## src/rtl/regfile_pkg.sv

```systemverilog
// Shared register-file definitions used by the writeback arbiter, the
// register file and decode.
package regfile_pkg;
   localparam int REG_ADDR_W = 5;
   localparam int NUM_REGS   = 32;

   typedef logic [REG_ADDR_W-1:0] reg_addr_t;
endpackage

```

## src/rtl/regfile_wb_arbiter_rr_arbiter.sv

```systemverilog
// Round-robin arbiter: grants the first requester at or above rr_ptr
// (wrapping) and moves the pointer past the winner when advance is high.
module rr_arbiter #(
   parameter int N = 2
) (
   input  logic         clk,
   input  logic         rst,
   input  logic [N-1:0] req,
   input  logic         advance,
   output logic [N-1:0] grant
);

   localparam int PTR_W = (N > 1) ? $clog2(N) : 1;

   logic [PTR_W-1:0] rr_ptr;
   logic [PTR_W-1:0] gidx;
   logic [PTR_W-1:0] ptr_nxt;
   logic             found;

   always_comb begin
      grant = '0;
      gidx  = rr_ptr;
      found = 1'b0;
      for (int k = 0; k < N; k++) begin
         if (!found && req[(int'(rr_ptr) + k) % N]) begin
            found = 1'b1;
            gidx  = PTR_W'((int'(rr_ptr) + k) % N);
            grant[(int'(rr_ptr) + k) % N] = 1'b1;
         end
      end
      ptr_nxt = (int'(gidx) == N - 1) ? '0 : gidx + 1'b1;
   end

   always_ff @(posedge clk or posedge rst) begin
      if (rst) begin
         rr_ptr <= '0;
      end else if (advance) begin
         rr_ptr <= ptr_nxt;
      end
   end

endmodule

```

## src/rtl/regfile_wb_arbiter.sv

```systemverilog
// Writeback arbiter: shares the register-file write port among NUM_REQ
// sources and tracks pending destinations. Macro REGFILE_WB_BYPASS_EN adds
// forwarding outputs from the registered write port.
module regfile_wb_arbiter
   import regfile_pkg::*;
#(
   parameter int BIT_SIZE = 32,
   parameter int NUM_REQ  = 2
) (
   input  logic                         clk,
   input  logic                         rst,
   input  logic [NUM_REQ-1:0]           req_valid,
   output logic [NUM_REQ-1:0]           req_ready,
   input  logic [NUM_REQ*REG_ADDR_W-1:0] req_addr,
   input  logic [NUM_REQ*BIT_SIZE-1:0]  req_data,
   input  logic                         wb_en,
   input  logic                         issue_valid,
   input  reg_addr_t                    issue_addr,
   input  reg_addr_t                    rd_addr_1,
   input  reg_addr_t                    rd_addr_2,
   output logic                         busy_1,
   output logic                         busy_2,
`ifdef REGFILE_WB_BYPASS_EN
   output logic                         byp_hit_1,
   output logic                         byp_hit_2,
   output logic [BIT_SIZE-1:0]          byp_data_1,
   output logic [BIT_SIZE-1:0]          byp_data_2,
`endif
   output logic                         RegWrite,
   output reg_addr_t                    Write_addr,
   output logic [BIT_SIZE-1:0]          Write_data
);

   logic [NUM_REQ-1:0]  grant;
   logic                xfer;
   logic                xfer_wr;
   reg_addr_t           sel_addr;
   logic [BIT_SIZE-1:0] sel_data;
   logic [NUM_REGS-1:0] pending;
   logic [NUM_REGS-1:0] pending_nxt;
   logic                busy_raw_1;
   logic                busy_raw_2;

   rr_arbiter #(.N(NUM_REQ)) u_rr_arbiter (
      .clk     (clk),
      .rst     (rst),
      .req     (req_valid),
      .advance (xfer),
      .grant   (grant)
   );

   // Ready is held off during reset so nothing is accepted while flushing.
   assign req_ready = (wb_en && !rst) ? grant : '0;
   assign xfer      = |(req_valid & req_ready);
   assign xfer_wr   = xfer && (sel_addr != '0);

   always_comb begin
      sel_addr = '0;
      sel_data = '0;
      for (int i = 0; i < NUM_REQ; i++) begin
         if (grant[i]) begin
            sel_addr = req_addr[REG_ADDR_W*i +: REG_ADDR_W];
            sel_data = req_data[BIT_SIZE*i +: BIT_SIZE];
         end
      end
   end

   // Writes to r0 are consumed but never reach the register file.
   always_ff @(posedge clk or posedge rst) begin
      if (rst) begin
         RegWrite   <= 1'b0;
         Write_addr <= '0;
         Write_data <= '0;
      end else begin
         RegWrite <= xfer_wr;
         if (xfer_wr) begin
            Write_addr <= sel_addr;
            Write_data <= sel_data;
         end
      end
   end

   // Set is applied after clear so a freshly issued producer stays outstanding.
   always_comb begin
      pending_nxt = pending;
      if (xfer_wr) begin
         pending_nxt[sel_addr] = 1'b0;
      end
      if (issue_valid && (issue_addr != '0)) begin
         pending_nxt[issue_addr] = 1'b1;
      end
      pending_nxt[0] = 1'b0;
   end

   always_ff @(posedge clk or posedge rst) begin
      if (rst) begin
         pending <= '0;
      end else begin
         pending <= pending_nxt;
      end
   end

   assign busy_raw_1 = pending[rd_addr_1];
   assign busy_raw_2 = pending[rd_addr_2];

`ifdef REGFILE_WB_BYPASS_EN
   assign byp_hit_1  = RegWrite && (Write_addr == rd_addr_1) && (rd_addr_1 != '0);
   assign byp_hit_2  = RegWrite && (Write_addr == rd_addr_2) && (rd_addr_2 != '0);
   assign byp_data_1 = Write_data;
   assign byp_data_2 = Write_data;
   assign busy_1     = busy_raw_1 && !byp_hit_1;
   assign busy_2     = busy_raw_2 && !byp_hit_2;
`else
   assign busy_1     = busy_raw_1;
   assign busy_2     = busy_raw_2;
`endif

endmodule

```

## config.mk

```make
export PLATFORM = sky130hd
export DESIGN_NAME = regfile_wb_arbiter
export DESIGN_NICKNAME = d
export VERILOG_FILES = /design/src/rtl/regfile_pkg.sv /design/src/rtl/regfile_wb_arbiter_rr_arbiter.sv /design/src/rtl/regfile_wb_arbiter.sv
export SDC_FILE = /design/constraint.sdc
export NUM_CORES = 1
export LEC_CHECK = 0
export ABC_AREA = 1
export CAP_MARGIN = 5
export CORE_UTILIZATION = 42
export CTS_CLUSTER_DIAMETER = 120
export DETAILED_ROUTE_END_ITERATION = 7
export PLACE_DENSITY = 0.78
export SLEW_MARGIN = 20
export SYNTH_ARGS = -nofsm -noshare
export SYNTH_HDL_FRONTEND = slang
export SYNTH_SLANG_ARGS = --single-unit
export TNS_END_PERCENT = 1
```

## constraint.sdc

```tcl
create_clock -name clk -period 3 [get_ports clk]
set_clock_uncertainty 0.2 [all_clocks]
set_input_delay 0.45 -clock clk [delete_from_list [all_inputs] [get_ports clk]]
set_output_delay 0.45 -clock clk [all_outputs]
set_load 0.01 [all_outputs]
```

Word level (Yosys, flattened, before mapping)
Cells that the tools add are included.
{"block": "op_classes", "n_reduce_logical": 13, "bitwise_logic": 6, "magnitude_cmp": 10, "n_addsub": 2, "n_mux": 29}
{"cell": "$mux 32", "n": 4}
{"cell": "$and 32x32->32", "n": 1}
{"cell": "$not 32->32", "n": 1}
{"cell": "$or 32x32->32", "n": 1}
{"cell": "$lt 5x6->1 const B", "n": 4}
{"cell": "$mux 1", "n": 14}
{"cell": "$bmux 1 s5", "n": 2}
{"cell": "$demux 1 s5", "n": 2}
{"cell": "$ge 5x1->1 const B", "n": 2}
{"cell": "$mux 5", "n": 2}
{"cell": "$reduce_bool 5->1", "n": 2}
{"cell": "$logic_and 1x1->1", "n": 8}
{"cell": "$mux 2", "n": 3}
{"cell": "$lt 2x3->1 const B", "n": 1}
{"cell": "$add 1x1->1 const B", "n": 2}
{"cell": "$and 2x2->2", "n": 1}
{"cell": "$demux 1 s1", "n": 2}
{"cell": "$ge 2x1->1 const B", "n": 1}
{"cell": "$logic_not 1->1", "n": 2}
{"cell": "$lt 1x2->1 const B", "n": 1}
{"cell": "$or 2x2->2", "n": 1}
{"cell": "$reduce_or 2->1", "n": 1}
{"cell": "$and 1x1->1 const A", "n": 1}
{"cell": "$ge 1x1->1 const B", "n": 1}
{"block": "word_totals", "ff_bits": 70, "word_cells": 65}

Logic depth before layout (Yosys ltp)
Gate-level depths: netlist of run 1.
{"block": "logic_depth", "depth_word": 19, "ltp_mapped": 12}

By module
From an unflattened synthesis of run 1, not the netlist that was laid out.
{"block": "hier_totals", "cells_unflattened": 566, "area_unflattened_um2": 4058.9}
{"module": "regfile_wb_arbiter", "cells_per_inst": 553, "seq_area_each_um2": 1726.7, "n_inst": 1, "area_per_inst_um2": 3985.1}
{"module": "rr_arbiter", "cells_per_inst": 13, "seq_area_each_um2": 25.0, "n_inst": 1, "area_per_inst_um2": 73.8}

Worst setup path after synthesis of run 1
Ideal clock, no wire load.
{"block": "synth_path", "kind": "in2reg", "start": "input port rst", "end": "register pending[11]", "path_slack_ns": -0.398, "path_buffers": 0, "path_stages": 6, "t_arrival_ns": 3.069, "setup_time_ns": 0.129, "required_ns": 2.671, "cell_sequence": "inv_1 > nand2_1 > a21oi_4 > nand3_1 > o21ai_0 > o21ai_0"}
{"block": "synth_via", "elab_chain_cells": 9}
{"item": "from (decl)", "line_no": "regfile_wb_arbiter.sv:11", "rtl": "input logic rst,"}
{"item": "$logic_not 1->1 (no source line) (*)"}
{"item": "$logic_and 1x1->1 (*)", "line_no": "regfile_wb_arbiter.sv:53", "rtl": "assign req_ready = (wb_en && !rst) ? grant : '0;"}
{"item": "$mux 2 (*)", "line_no": "regfile_wb_arbiter.sv:53"}
{"item": "$and 2x2->2 (*)", "line_no": "regfile_wb_arbiter.sv:54", "rtl": "assign xfer = |(req_valid & req_ready);"}
{"item": "$reduce_or 2->1 (*)", "line_no": "regfile_wb_arbiter.sv:54"}
{"item": "$logic_and 1x1->1 (*)", "line_no": "regfile_wb_arbiter.sv:55", "rtl": "assign xfer_wr = xfer && (sel_addr != '0);"}
{"item": "$mux 32 (*)", "line_no": "regfile_wb_arbiter.sv:86", "rtl": "if (xfer_wr) begin"}
{"item": "$or 32x32->32 (no source line)"}
{"item": "$mux 32 (*)", "line_no": "regfile_wb_arbiter.sv:89", "rtl": "if (issue_valid && (issue_addr != '0)) begin"}
{"item": "net pending_nxt[11]", "line_no": "regfile_wb_arbiter.sv:40", "rtl": "logic [NUM_REGS-1:0] pending_nxt;"}
{"item": "to (signal assigned)", "line_no": "regfile_wb_arbiter.sv:99", "rtl": "pending <= pending_nxt;"}
{"item": "to (decl)", "line_no": "regfile_wb_arbiter.sv:39", "rtl": "logic [NUM_REGS-1:0] pending;"}
The timed path passes the listed nets; every way through them passes the cells marked *.
A chain may end at the register's enable or synchronous reset.

Worst setup path in the final report of run 1
{"block": "layout_path", "start": "input port rd_addr_1[0]", "end": "output port busy_1"}
{"block": "layout_via", "elab_chain_cells": 2}
{"item": "from (decl)", "line_no": "regfile_wb_arbiter.sv:19", "rtl": "input reg_addr_t rd_addr_1,"}
{"item": "$bmux 1 s5", "line_no": "regfile_wb_arbiter.sv:103", "rtl": "assign busy_raw_1 = pending[rd_addr_1];"}
{"item": "$mux 1 (not written as such)", "line_no": "regfile_wb_arbiter.sv:103"}
{"item": "to (decl)", "line_no": "regfile_wb_arbiter.sv:21", "rtl": "output logic busy_1,"}
No other way between the ends. The select of a mux whose other input is x is not followed.

==> run summary, run 1 <==
STA classifies the critical path startpoint as a primary input. STA classifies the critical path endpoint as an output port. The global-route track usage on met2 is around 47%. The number of hold-slack violations in the final timing report came out at 0. The storage element area is between 1500 and 2000 sq um. The post-layout total power is roughly 3400 uW.

The run finished with clean final reports. Routability-driven placement finished with a final weighted congestion of between 0.9 and 1. The clock transition at the registers of the reported paths is 0.07 ns. The synthesized area per cell is around 7.0 sq um. Ranked by total cell area, the synthesized netlist is headed by sky130_fd_sc_hd__dfrtp_1 (43%), sky130_fd_sc_hd__nand2_1 (21%), sky130_fd_sc_hd__nand3_1 (16%). The final period utilization is 94.57%.

The distinct cell type count of the synthesized netlist is 24. The placeable core region came out at 9284 sq um. Once detailed placement completed, the half-perimeter wirelength came to ~10 mm. The post-synthesis compound-gate area fraction came out at about a tenth.

The count of endpoints failing setup in the final report came out at 0. Once the floorplan was initialized, standard cells occupied 43.52% of the core. The number of flip-flops and latches in the synthesized netlist is 70.

The Yosys step of the flow raised 0 warnings. The die is 100.1 microns wide. In this run the count of I/O pins placed on the die edge is 137. The total count of max-transition violations in the final report is 0. The total DRC errors in the routed layout is 0. In this run the worst hold path is classified as reg2reg. The count of antenna diodes in the layout is 0.

The worst slew margin relative to its limit is a little over two fifths. The mean routed wirelength per cell came out at 15.82 microns. The clock period could shrink to 2.837 ns.

The data arrival time of the worst path is between 2 and 2.5 ns. The final-stage net count is just over 800. Global routing consumed, over all layers together, about 28% of the routing resources.

The number of nets with antenna violations after routing came out at 0. Synthesis produced a netlist with a net count of approximately 680. The top cell type by area accounts for a little over two fifths of the synthesized area. The total negative slack for setup checks came out at 0 ns. The via count came out at 4,569. The count of filler cells inserted in the layout came out at 841. The maximum fanout along the worst path is 13. The number of I/O port buffers came out at 136. The area used by multi-input combinational logic is around 2000 sq um.

The number of core rows came out at 35. The multiplexer share of the synthesized area came out at 0%. For this design the ratio of total power to cell area is between 500 and 600 nW/um^2. The sequential share of the synthesized area is between 40% and 50%. The count of H-tree levels built during CTS is 3.

Summed over all instances, the cell type with the most area after synthesis is sky130_fd_sc_hd__dfrtp_1. The cell area after synthesis came out at slightly above 4000 sq um. The largest family of logic cells by synthesized area is simple AND/OR/NAND/NOR gates.

The required time of the critical path came out at 2.35 ns. The maximum operating frequency came out at 352.5 MHz. The basic-gate share of the synthesized area counting and, or, nand and nor cells came out at 40.69%. VDD sags by at most about 0.29 mV. The critical path starts at rd_addr_1[0]. met2 is the most crowded layer. The later-pin clock latency in the skew report is roughly 0.34 ns. Setup repair after global routing left no endpoint under its margin. TritonCTS built the clock tree.

The fraction of layout cells with a size suffix above 1 is between 7 and 8%. The die height came out at 100.1 microns. The cell count after synthesis is between 500 and 600.

The number of CTS-inserted buffers came out at 9. The via density per instance is 5.356. The remaining global-route overflow came out at 0. The die covers ~10,000 sq um. The first global-routing pass estimated between 20 and 25 mm of wire. The slew at the pin closest to its max-slew limit is approximately 0.86 ns. The beginning of the worst register-to-register path is u_rr_arbiter.rr_ptr. The maximum clock path buffer count came out at 2. The maximum number of pins on one net before global-route repair is just over 70.

Of the total synthesized cell area, the portion taken by full adders, half adders and majority gates is 0%. The pre-antenna-repair detailed-routing pass consisted of 5 iterations. The number of max-cap violations came out at 0. The startpoint identified for the worst hold timing path is Write_addr[1]. The clock drives 70 sinks.

The count of hold buffers inserted by post-cts repair is 0. The number of global-route vias before repair is 4,352. The master cell of the clock root buffer is sky130_fd_sc_hd__clkbuf_8. The met1 usage came out at roughly a third. The total routed wirelength came out at approximately 13 mm. After the first detailed-routing iteration, the DRC count stood at around 320. The xor and xnor fraction of the mapped netlist area came out at 0%. The met3 layer usage reported by global route came out at around 8.1%. The signed area change from the synthesized netlist to the final layout came out at 44.22%. The number of antenna violations at the first check in global routing was 0. The leakage power summed over all cells came out at 0.002760 uW. The setup path with the least slack is of type in2out. The minimum hold slack is between 0.2 and 0.3 ns.
[area by class of cell]
cell class | count | share of cell area (%)
clock inverter | 3 | 0.7301
tap | 129 | 2.770
sequential | 70 | 30.06
timing repair inverter | 1 | 0.08589
inverter | 30 | 2.126
clock buffer | 12 | 2.834
multi-input combinational | 452 | 34.87
timing repair buffer | 156 | 26.52
[sequential cells by signal (all words and copies together), names as in the netlist]
name and flops:
RegWrite 1, Write_addr 5, Write_data 32, pending 31
u_rr_arbiter.rr_ptr 1
[routing by layer]
layer | part of all wire [%] | vias up
met5 | 0 | -
met4 | 4.4 | 0
met3 | 8.3 | 35
met2 | 48 | 213
met1 | 39 | 2120
li1 | - | 2201
[timing repair]
item                                    CTS  global route
endpoints found under the setup margin    0             2
endpoints found under the hold margin     0             0
buffers inserted                          0             2
resized for setup                         0             6
[cell usage after synthesis]
master and number:
sky130_fd_sc_hd__a21oi_1 2, sky130_fd_sc_hd__nand3_1 130, sky130_fd_sc_hd__o21ai_0 65, sky130_fd_sc_hd__nor2_2 1, sky130_fd_sc_hd__a21oi_4 1, sky130_fd_sc_hd__nand2_2 5, sky130_fd_sc_hd__buf_2 7, sky130_fd_sc_hd__inv_2 1
sky130_fd_sc_hd__inv_1 25, sky130_fd_sc_hd__clkinv_1 4, sky130_fd_sc_hd__clkbuf_1 16, sky130_fd_sc_hd__o211ai_1 4, sky130_fd_sc_hd__nor2_1 5, sky130_fd_sc_hd__buf_1 2, sky130_fd_sc_hd__buf_6 3, sky130_fd_sc_hd__nand2_1 228
sky130_fd_sc_hd__nand4_2 1, sky130_fd_sc_hd__buf_4 1, sky130_fd_sc_hd__nand3_2 3, sky130_fd_sc_hd__nand4_1 2, sky130_fd_sc_hd__dfrtp_1 70, sky130_fd_sc_hd__nor3_1 3, sky130_fd_sc_hd__nor2_4 1, sky130_fd_sc_hd__o22ai_1 1
[worst paths after layout]
kind                       slack, ns  cells past startpoint              to
setup / recovery                0.16                     11          busy_1
hold / removal                  0.28                      2   Write_addr[1]
setup reg to reg                0.82                     10  Write_data[18]
hold reg to reg                 0.28                      2   Write_addr[1]
max in group asynchronous       1.48                      3  Write_data[22]
min in group asynchronous       0.56                      3        RegWrite
[worst max-delay path, cell delays in order]
cell	delay [ns]
sky130_fd_sc_hd__clkdlybuf4s50_1	0.52
sky130_fd_sc_hd__buf_6	0.17
sky130_fd_sc_hd__nand2_1	0.07
sky130_fd_sc_hd__nand3_1	0.08
sky130_fd_sc_hd__nand3_1	0.10
sky130_fd_sc_hd__nand2_1	0.07
sky130_fd_sc_hd__nand2_1	0.04
sky130_fd_sc_hd__nand2_1	0.05
sky130_fd_sc_hd__nand2_1	0.04
sky130_fd_sc_hd__nand2_1	0.05
sky130_fd_sc_hd__clkdlybuf4s50_1	0.52
[through the flow]
| stage | setup slack (ns) | util, % | area, sq um | cells |
|---|---|---|---|---|
| floorplan | 0.3521 | - | 4044 | 581 |
| CTS | 0.008572 | 62.37 | 5791 | 850 |
| detailed placement | 0.02008 | 60.13 | 5583 | 835 |
| finish | 0.1629 | 62.76 | 5827 | 853 |
| global route | 0.02218 | 62.76 | 5827 | 853 |
| global placement | 0.09241 | 60.13 | 5583 | 835 |
[report_power, final]
group | switching (uW) | total, uW | leakage, uW | internal, uW
sequential | 231 | 1430 | 0.000863 | 1200
clock | 339 | 785 | 0.000104 | 446
combinational | 589 | 1170 | 0.00179 | 580
total | 1160 | 3380 | 0.00276 | 2220
[cells by family (layout without fill, tap and decap cells)]
family,after synthesis,count (layout)
buffers and inverters,59,202
AO/OA/AOI/OAI,73,73
AND/OR/NAND/NOR,379,379
flip-flops,70,70
[layout by cell type, fill, tap and decap left out]
cell	n
sky130_fd_sc_hd__nand2_2	5
sky130_fd_sc_hd__nor2_1	5
sky130_fd_sc_hd__dfrtp_1	70
sky130_fd_sc_hd__clkinv_2	1
sky130_fd_sc_hd__o211ai_1	4
sky130_fd_sc_hd__bufinv_16	1
sky130_fd_sc_hd__o22ai_1	1
sky130_fd_sc_hd__nor2_2	1
sky130_fd_sc_hd__buf_4	17
sky130_fd_sc_hd__clkinv_1	1
sky130_fd_sc_hd__nor2_4	1
sky130_fd_sc_hd__a21oi_1	2
sky130_fd_sc_hd__nor3_1	3
sky130_fd_sc_hd__inv_2	2
sky130_fd_sc_hd__inv_1	24
sky130_fd_sc_hd__nand4_1	2
sky130_fd_sc_hd__buf_12	2
sky130_fd_sc_hd__buf_6	1
sky130_fd_sc_hd__clkinvlp_4	4
sky130_fd_sc_hd__dlymetal6s2s_1	2
sky130_fd_sc_hd__nand3_2	3
sky130_fd_sc_hd__nand3_1	130
sky130_fd_sc_hd__nand2_1	228
sky130_fd_sc_hd__clkdlybuf4s50_1	134
sky130_fd_sc_hd__a21oi_4	1
sky130_fd_sc_hd__nand4_2	1
sky130_fd_sc_hd__o21ai_0	65
sky130_fd_sc_hd__clkbuf_8	12
sky130_fd_sc_hd__clkinvlp_2	1
Power figures use the tool's default switching activity.
==> run 2, diff against run 1 <==
GPL_TIMING_DRIVEN = 0   (was unset)
==> run 2 against run 1 <==
Effect of this change:
- critical endpoint is now req_ready[1]
- clock power grew 8.0%
- utilization rose by 0.15 points
- first-iteration DRC count is 26% lower
- critical path depth is 5 lower
- worst hold slack got worse by 0.13 ns
- setup slack improved by 0.0094 ns
- cell area increased by 0.24%
- final cell count is 1.2% higher
- global-route usage shrank 0.70 points
- clock-buffer cell count is 1 lower
==> run summary, run 2 (synthesized netlist as in run 1, its figures left out) <==
Unrepaired setup endpoints after global routing: false (unchanged). The leading cell type in the layout, fill and taps excluded is sky130_fd_sc_hd__nand2_1 (unchanged). The kind of start point of the critical path was a primary input (unchanged). The count of endpoints failing setup in the final report was 0 (unchanged). The number of max-cap violations is 0 (unchanged). Top flop regs: Write_data (32), pending (31), Write_addr (5) (unchanged). The worst slew margin relative to its limit was 67.08% (was 42.78%). The final period utilization came out at 94.26% (was 94.57%). The post-DP HPWL was 10.10 mm (was 10.26 mm). The count of antenna diodes in the layout is 0 (unchanged). The final RePlAce weighted congestion is 0.8776 (was 0.9481). The number of CTS-inserted buffers is 9 (unchanged). The power per cell area came out at 583.1 nW/um^2 (was 580.3 nW/um^2). The count of H-tree levels built during CTS was 3 (unchanged).

The signed area change from the synthesized netlist to the final layout came to 44.56% (was 44.22%). The leakage power summed over all cells came out at 0.002745 uW (was 0.002760 uW). The kind of capture point of the worst setup path is an output port (unchanged).

The first-pass iteration count of the detailed router is 5 (unchanged). The number of non-filler instances in the completed layout came out at 863 (was 853). The internal power component is 2266 uW (was 2223 uW). The switching part of the total power came out at 33.46% (was 34.27%).

The maximum operating frequency is 353.6 MHz (was 352.5 MHz). The initial standard-cell utilization of the core is 43.52% (unchanged). The global-route wire length before repair came out at 21.13 mm (was 21.36 mm).

The maximum fanout along the worst path was 34 (was 13). The sequential power share is 40.8% (was 42.2%). The number of DRC markers after the initial detailed-route iteration is 241 (was 324).

The die footprint came out at 10,020 sq um (unchanged). The master cell of the clock root buffer is sky130_fd_sc_hd__clkbuf_8 (unchanged). The maximum number of pins on one net before global-route repair is 37 (was 71).

The maximum resistive drop on vdd came out at 0.2524 mV (was 0.2943 mV). The worst min-delay path class was in2async (was reg2reg). The mean routed wirelength per cell is 15.08 microns (was 15.82 microns). The class of the most critical setup path was in2out (unchanged).

The slew at the pin closest to its max-slew limit is 0.4938 ns (was 0.8582 ns). The die height came to 100.1 microns (unchanged). The number of I/O port buffers came out at 134 (was 136).

The launch point of the worst path is rst (was rd_addr_1[0]). The clock transition at the registers of the reported paths is 0.07 ns (about the same). The required time of the critical path is 2.35 ns (about the same). The later-pin clock latency in the skew report came out at 0.34 ns (about the same). The clock network fraction of design power came to 24.9% (was 23.2%).

The total negative slack for setup checks was 0 ns (unchanged). The number of hold-slack violations in the final timing report is 0 (unchanged). The horizontal extent of the die is 100.1 microns (unchanged). The number of flip-flops under the largest register name came out at 32 (unchanged). The total count of max-transition violations in the final report came to 0 (unchanged). The share of the core filled with cells in the final layout came out at 62.91% (was 62.76%). The number of core rows came out at 35 (unchanged).

The beginning of the worst register-to-register path was u_rr_arbiter.rr_ptr (unchanged). The post-route worst setup slack came to 0.1722 ns (was 0.1629 ns). The fraction of layout cells with a size suffix above 1 came out at 7.221% (was 7.320%). The CTS tree is done (unchanged). The logic gate share of total power came out at 34.3% (was 34.6%). The cell total after placement came out at 846 (was 835).

The placeable core region is 9284 sq um (unchanged). Status: complete, no violations (unchanged). The total number of clock tree sinks came out at 70 (unchanged).

The final-stage net count is 824 (was 815). The global router's overall resource usage came out at 27.27% (was 27.97%). The register with the highest flop count is Write_data (unchanged).

The I/O pin count was 137 (unchanged). The total routed wirelength is 13.01 mm (was 13.50 mm). The count of filler cells inserted in the layout came out at 873 (was 841).

The setup slack after placement came to -0.3431 ns (was 0.02008 ns). Commonest cells after routing, fill and taps aside: sky130_fd_sc_hd__nand2_1 (228), sky130_fd_sc_hd__clkdlybuf4s50_1 (132), sky130_fd_sc_hd__nand3_1 (130) (was sky130_fd_sc_hd__nand2_1 (228), sky130_fd_sc_hd__clkdlybuf4s50_1 (134), sky130_fd_sc_hd__nand3_1 (130)). The number of global-route vias before repair is 4,441 (was 4,352). The via density per instance came out at 5.357 (was 5.356). The via count came out at 4,623 (was 4,569).

The setup slack on the worst flop-to-flop path was 0.84 ns (was 0.82 ns). The clock period minus worst slack is 2.828 ns (was 2.837 ns). The number of nets with antenna violations after routing is 0 (unchanged). The remaining global-route overflow is 0 (unchanged). The total DRC errors in the routed layout came out at 0 (unchanged).

The post-layout total power came out at 3406 uW (was 3381 uW). The switching power total came out at 1139 uW (was 1159 uW). The data arrival time of the worst path came to 2.18 ns (was 2.19 ns). The maximum clock path buffer count was 2 (unchanged).

The number of antenna violations at the first check in global routing is 0 (unchanged).
## run 2: cell types whose count changed in the layout (fill, tap and decap cells not counted), moves of 2 or more
cell,delta
sky130_fd_sc_hd__dlygate4sd2_1,+2
sky130_fd_sc_hd__buf_4,-14
sky130_fd_sc_hd__clkbuf_8,-2
sky130_fd_sc_hd__clkbuf_1,+11
sky130_fd_sc_hd__buf_6,+2
sky130_fd_sc_hd__buf_1,+2
sky130_fd_sc_hd__buf_2,+7
sky130_fd_sc_hd__dlymetal6s2s_1,-2
sky130_fd_sc_hd__clkbuf_2,+4
sky130_fd_sc_hd__clkdlybuf4s50_1,-2
## run 2: layout make-up
cell class / instances / area, sq um / area share, %
buffer: 28 / 148.9 / 2.549
clock buffer: 11 / 141.4 / 2.421
multi-input combinational: 452 / 2032 / 34.79
sequential: 70 / 1752 / 29.99
inverter: 30 / 130.1 / 2.228
tap: 129 / 161.4 / 2.764
timing repair buffer: 138 / 1394 / 23.86
clock inverter: 5 / 81.33 / 1.392
## run 2: final timing paths
| path | depth (start not counted) | endpoint |
|---|---|---|
| max | 6 | req_ready[1] |
| min | 2 | RegWrite |
| max reg2reg | 7 | pending[25] |
| min reg2reg | 2 | Write_data[24] |
| max in group asynchronous | 4 | pending[24] |
| min in group clk | 2 | Write_data[24] |
## run 2: timing repair
item	CTS	global route
hold buffers	0	0
buffers inserted	1	1
gates resized for setup	9	6
endpoints found under the setup margin	2	2
gates cloned	0	0
## run 2: worst max-delay path: stages
cell	delay (ns)
sky130_fd_sc_hd__clkdlybuf4s50_1	0.45
sky130_fd_sc_hd__clkinvlp_4	0.12
sky130_fd_sc_hd__buf_12	0.22
sky130_fd_sc_hd__nand2_1	0.17
sky130_fd_sc_hd__nor2_1	0.17
sky130_fd_sc_hd__clkdlybuf4s50_1	0.59
## run 2: power by group through the flow
stage / Clock (uW) / Sequential [uW] / Combinational [uW]
3_5_place_dp: 0 / 1390 / 1160
6_report: 848 / 1390 / 1170
2_1_floorplan: 0 / 1400 / 523
3_3_place_gp: 0 / 1390 / 1130
4_1_cts: 858 / 1380 / 1170
5_1_grt: 894 / 1420 / 1300
## run 2: layer usage
layer | global-route usage (%) | part of all wire, % | vias to the layer above
met3 | 6.128 | 9.3 | 27
met2 | 46.90 | 49 | 233
met4 | 12.93 | 2.5 | 0
met5 | 0 | 0 | -
met1 | 32.48 | 39 | 2147
li1 | - | - | 2216
## run 2: through the flow
stage / area [sq um] / hold WS (ns)
floorplan: 4044 / 0.2619
global placement: 5547 / 0.2599
detailed placement: 5587 / 0.2662
CTS: 5823 / 0.1411
global route: 5841 / 0.1438
finish: 5841 / 0.1431
